### src/rtl/spm_pkg.sv
// Shared constants and state encoding for the SPM program loader.
package spm_pkg;

  localparam int default_word_size = 8;
  localparam int default_addr_size = 8;

  typedef enum logic [2:0] {
    IDLE  = 3'd0,
    LEN   = 3'd1,
    DATA  = 3'd2,
    WRITE = 3'd3,
    CSUM  = 3'd4,
    DONE  = 3'd5,
    ERR   = 3'd6
  } state_t;

endpackage

### src/rtl/spm_prog_loader.sv
// Framed byte-stream loader: LEN, N data bytes, CSUM. Writes the image into
// SPM memory and holds the processor in reset until the checksum passes.
module spm_prog_loader
  import spm_pkg::*;
#(
  parameter int word_size = default_word_size,
  parameter int addr_size = default_addr_size,
  parameter logic [addr_size-1:0] base_addr = '0
) (
  input  logic                 clk,
  input  logic                 rst,
  input  logic                 start,
  input  logic [word_size-1:0] in_data,
  input  logic                 in_valid,
  output logic                 in_ready,
  output logic [addr_size-1:0] mem_address,
  output logic [word_size-1:0] mem_data_in,
  output logic                 mem_write,
  output logic                 cpu_rst,
  output logic                 busy,
  output logic                 done,
  output logic                 error,
  output logic [addr_size:0]   load_count
);

  localparam logic [addr_size:0] full_len = {1'b1, {addr_size{1'b0}}};

  state_t               state_reg, state_next;
  logic [addr_size:0]   len_reg, len_next;
  logic [addr_size:0]   count_reg, count_next;
  logic [addr_size:0]   count_inc;
  logic [word_size-1:0] acc_reg, acc_next;
  logic [word_size-1:0] data_reg, data_next;
  logic [addr_size-1:0] addr_reg, addr_next;
  logic                 accept;

  // Status outputs decode straight from the state register, so reset and
  // every transition are reflected in the same cycle the state changes.
  assign in_ready    = (state_reg == LEN) || (state_reg == DATA) || (state_reg == CSUM);
  assign accept      = in_valid && in_ready;
  assign mem_write   = (state_reg == WRITE);
  assign busy        = (state_reg == LEN) || (state_reg == DATA) ||
                       (state_reg == WRITE) || (state_reg == CSUM);
  assign done        = (state_reg == DONE);
  assign error       = (state_reg == ERR);
  assign cpu_rst     = (state_reg != DONE);
  assign mem_address = addr_reg;
  assign mem_data_in = data_reg;
  assign load_count  = count_reg;
  assign count_inc   = count_reg + 1'b1;

  always_ff @(posedge clk) begin
    if (rst) begin
      state_reg <= IDLE;
      len_reg   <= '0;
      count_reg <= '0;
      acc_reg   <= '0;
      data_reg  <= '0;
      addr_reg  <= base_addr;
    end else begin
      state_reg <= state_next;
      len_reg   <= len_next;
      count_reg <= count_next;
      acc_reg   <= acc_next;
      data_reg  <= data_next;
      addr_reg  <= addr_next;
    end
  end

  always_comb begin
    state_next = state_reg;
    len_next   = len_reg;
    count_next = count_reg;
    acc_next   = acc_reg;
    data_next  = data_reg;
    addr_next  = addr_reg;
    case (state_reg)
      IDLE, DONE, ERR: begin
        if (start) begin
          state_next = LEN;
          count_next = '0;
          acc_next   = '0;
        end
      end
      LEN: begin
        if (accept) begin
          // A zero length byte stands for a full memory image.
          len_next   = (in_data == '0) ? full_len : (addr_size+1)'(in_data);
          state_next = DATA;
        end
      end
      DATA: begin
        if (accept) begin
          data_next  = in_data;
          addr_next  = base_addr + count_reg[addr_size-1:0];
          acc_next   = acc_reg + in_data;
          state_next = WRITE;
        end
      end
      WRITE: begin
        count_next = count_inc;
        state_next = (count_inc == len_reg) ? CSUM : DATA;
      end
      CSUM: begin
        if (accept) begin
          state_next = (in_data == acc_reg) ? DONE : ERR;
        end
      end
      default: state_next = IDLE;
    endcase
  end

endmodule
### config.mk
export PLATFORM = sky130hd
export DESIGN_NAME = spm_prog_loader
export DESIGN_NICKNAME = d
export VERILOG_FILES = /design/src/rtl/spm_pkg.sv /design/src/rtl/spm_prog_loader.sv
export SDC_FILE = /design/constraint.sdc
export NUM_CORES = 1
export LEC_CHECK = 0
export BUFFER_PORTS_ARGS = -buffer_cell sky130_fd_sc_hd__buf_2
export CORE_ASPECT_RATIO = 2
export CORE_MARGIN = 1.5
export CORE_UTILIZATION = 55
export CTS_BUF_LIST = sky130_fd_sc_hd__clkbuf_8
export DETAILED_ROUTE_END_ITERATION = 16
export GPL_ROUTABILITY_DRIVEN = 1
export GPL_TIMING_DRIVEN = 1
export MAX_ROUTING_LAYER = met4
export PLACE_DENSITY_LB_ADDON = 0.08
export SETUP_SLACK_MARGIN = 0.5
export SLEW_MARGIN = 20
export SYNTH_ARGS = -nofsm -noshare
export SYNTH_HDL_FRONTEND = slang
export SYNTH_SLANG_ARGS = --single-unit
### constraint.sdc
create_clock -name clk -period 2.3 [get_ports clk]
set_input_delay 0.345 -clock clk [delete_from_list [all_inputs] [get_ports clk]]
set_output_delay 0.345 -clock clk [all_outputs]
set_load 0.02 [all_outputs]
==> impl_metrics.csv <==
group,metric,value,unit
sta,rsz0062_at_grt,"true",
place,gp_congestion,0.842,
pwr,leakage,1.21,nW
global_route,grt_pass1_wl,9870,um
synthesis,synth_seq_cells,45,
setup_path,cp_top_family,"compound AO/OA/AOI/OAI gates",
global_route,overflow,0,
clock_tree,cts_sinks,45,
cells_and_area,n_antenna_cell,0,
synthesis,synthArstFlopShare,0,%
synthesis,ys_warn_count,0,
place,dpl_worst_slack,0.191,ns
route,drt_iter0_drc,63,
synthesis,ys_types,49,
setup_path,cp_slowest_cell,"a221o_1",
global_route,grt_pass1_vias,2210,
synthesis,syn-num-nets,338,
sta,worstMarginPinSlew,0.889,ns
die,io_pins,43,
sta,layout_worst_path_cycle_share,77.8,%
clock_tree,htreeDepth,2,
global_route,antenna_found_initial,0,
setup_path,slowest_delay,0.38,ns
synthesis,syn_area_per_cell,7.81,sq um
sta,min_period,1.79,ns
die,die_area,0.00494,sq mm
die,die_w,50.4,um
setup_path,crit_chain,"ha_4 > nor2_2 > nor2_1 > a221o_1 > a2111oi_4 > and4_1 > nor3_1",
die,initial_core_util,57.0,%
clock_tree,cts_tree,"done",
route,drt.antenna.violating_nets,0,
sta,finalSetupTns,0,ns
clock_tree,clk_latency,0.30,ns
route,drcViolationCount,0,
setup_path,path_buf_inv,0,
sta,setup_viol,0,
sta,timing.fmax,559,MHz
sta,slew_headroom,40.8,%
synthesis,ys_seq_area_share,36.4,%
route,vias,2333,
setup_path,critPathArrivalTime,1.94,ns
cells_and_area,fin_nets,376,
global_route,grt_use_total,26.5,%
global_route,grt_max_degree,51,
setup_path,cp-start-kind,"flop",
hold_path,hold_class,"input pin to flop",
route,drt_first_pass_iters,4,
pwr,worst_ir_drop_vdd,702,uV
synthesis,synthCells,317,
synthesis,syn_area,0.00247,sq mm
route,routed_wl,6300,um
setup_path,critPathKind,"flop to flop",
die,die_h,97.9,um
clock_tree,cts_root_buf,"clkbuf_8",
setup_path,worstPathRequired,2.46,ns
sta,layout_setup_ws,0.512,ns
cells_and_area,final_layout_size_suffix_gt1_share,27.2,%
sta,drv_slew,0,
flow_run,max-cap-violations,0,
die,core,0.00434,sq mm
place,port-buffer-count,42,
cells_and_area,syn_to_final_growth,19.9,%
clock_tree,cts_buffers,5,
place,dp_hpwl,4450,um
pwr,powerDensity,764,mW/mm^2
die,row_count,34,
route,wire_per_inst,15.4,um
setup_path,critPathMaxFanout,7,
synthesis,synth_flop_cell,"dfxtp_1",
sta,hold_violations,0,
run_status,status,"finished clean",
clock_tree,clkTransAtPathRegs,0.10,ns
setup_path,cp-end-kind,"flop",
route,vias_per_cell,5.69,
sta,fin_worst_skew,0.00753,ns
synthesis,synth_edf_count,0,
clock_tree,cts_max_path_buffers,2,
-- cells by family (layout without fill, tap and decap cells) --
logic type,count (synthesis),count (layout),synth area share [%]
and+or+nand+nor,142,142,27.9
AOI/OAI and AO/OA,77,77,19.0
DFF,45,45,36.4
buffers and inverters,25,64,5.06
xor gates and xnor gates,17,17,6.02
adders and majority gates,9,9,4.85
muxes,2,2,0.859
-- worst min-delay path: stages --
cell and delay [ns]:
buf_2 0.13, nand2_1 0.06, a21oi_1 0.05
-- path summary, 6_finish.rpt --
check,startpoint,to,slack (ns),depth (start not counted)
hold reg to reg,mem_data_in[5]$_SDFFE_PP0P_,mem_data_in[5]$_SDFFE_PP0P_,0.45,2
setup / recovery,load_count[0]$_SDFFE_PP0P_,state_reg[1]$_SDFFE_PP0P_,0.51,7
setup reg to reg,load_count[0]$_SDFFE_PP0P_,state_reg[1]$_SDFFE_PP0P_,0.51,7
hold / removal,in_data[4],len_reg[4]$_SDFFE_PP0P_,0.33,3
-- placed cells by master (no fill, tap or decap), types with 3 or more instances in the layout --
cell | synthesis | final
nand2_1 | 64 | 63
buf_2 | 5 | 42
a21oi_1 | 42 | 39
dfxtp_1 | 45 | 34
nor2_1 | 28 | 27
o21ai_0 | 14 | 13
xnor2_1 | 13 | 11
buf_4 | 4 | 8
inv_1 | 6 | 6
nand2b_1 | 6 | 6
nand3b_1 | 6 | 6
a22oi_1 | 6 | 6
dfxtp_2 | 0 | 6
nand3_1 | 5 | 5
nor3_1 | 5 | 5
ha_4 | 0 | 5
dfxtp_4 | 0 | 5
clkbuf_8 | 0 | 5
nor2b_1 | 5 | 4
and3_1 | 4 | 4
xor2_1 | 4 | 4
a21oi_2 | 0 | 3
o21bai_1 | 3 | 3
nand4_1 | 3 | 3
nor4_1 | 4 | 3
-- area by class of cell --
type | instances | area [sq um]
clock buffer | 5 | 68.8
clock inverter | 3 | 20.0
fill | 416 | 1370
inverter | 6 | 22.5
multi-input combinational | 247 | 1590
sequential | 45 | 927
tap | 54 | 67.6
timing repair buffer | 50 | 270
-- per-layer routing --
layer | track usage, % | vias to the layer above | share of wire [%] | wire (um)
met5 | - | - | 0 | 0
met4 | 14.6 | 0 | 4.8 | 303
met3 | 3.36 | 20 | 2.1 | 135
met2 | 48.2 | 53 | 54 | 3400
met1 | 25.8 | 1086 | 39 | 2460
li1 | - | 1174 | - | -
-- power breakdown --
group | total (mW) | switching, mW | internal, mW | leakage [nW]
clock | 0.509 | 0.292 | 0.217 | 0.0489
sequential | 0.932 | 0.0785 | 0.854 | 0.371
combinational | 0.828 | 0.510 | 0.318 | 0.792
-- metrics by stage --
| step | instances | util (%) | cell area [sq um] | hold slack [ns] | power (mW) |
|---|---|---|---|---|---|
| 6_report | 410 | 68.4 | 2970 | 0.327 | 2.27 |
| 4_1_cts | 410 | 66.2 | 2870 | 0.308 | 2.21 |
| 5_1_grt | 410 | 68.4 | 2970 | 0.311 | 2.41 |
| 3_3_place_gp | 399 | 62.5 | 2710 | 0.439 | 1.68 |
| 3_5_place_dp | 399 | 62.5 | 2710 | 0.444 | 1.69 |
| 2_1_floorplan | 317 | - | 2500 | 0.445 | 1.48 |
-- synth_stat cells (all sizes together), types with 2 or more instances --
cell	number	area, sq um
nand4	3	18.8
or3	3	20.0
nor2b	5	31.3
inv	6	22.5
a2111oi	2	36.3
nand2	65	246
nor3	6	41.3
dfxtp	45	901
a21oi	42	210
nand2b	6	37.5
and4	3	27.5
nand3b	6	45.0
xor2	4	35.0
buf	9	55.1
ha	8	100
clkbuf	9	35.0
o21ai	14	70.1
nor4	4	25.0
a22oi	6	45.0
xnor2	13	114
o21bai	3	22.5
nand3	6	42.5
nor2	28	105
and3	4	25.0
-- timing repair --
item | CTS | global route
hold buffers | 0 | 0
endpoints found under the hold margin | 0 | 0
pin swaps | 10 | 9
resized for setup | 15 | 21
endpoints found under the setup margin | 9 | 19
setup buffers | 3 | 0
(Power assumes the default switching activity.)
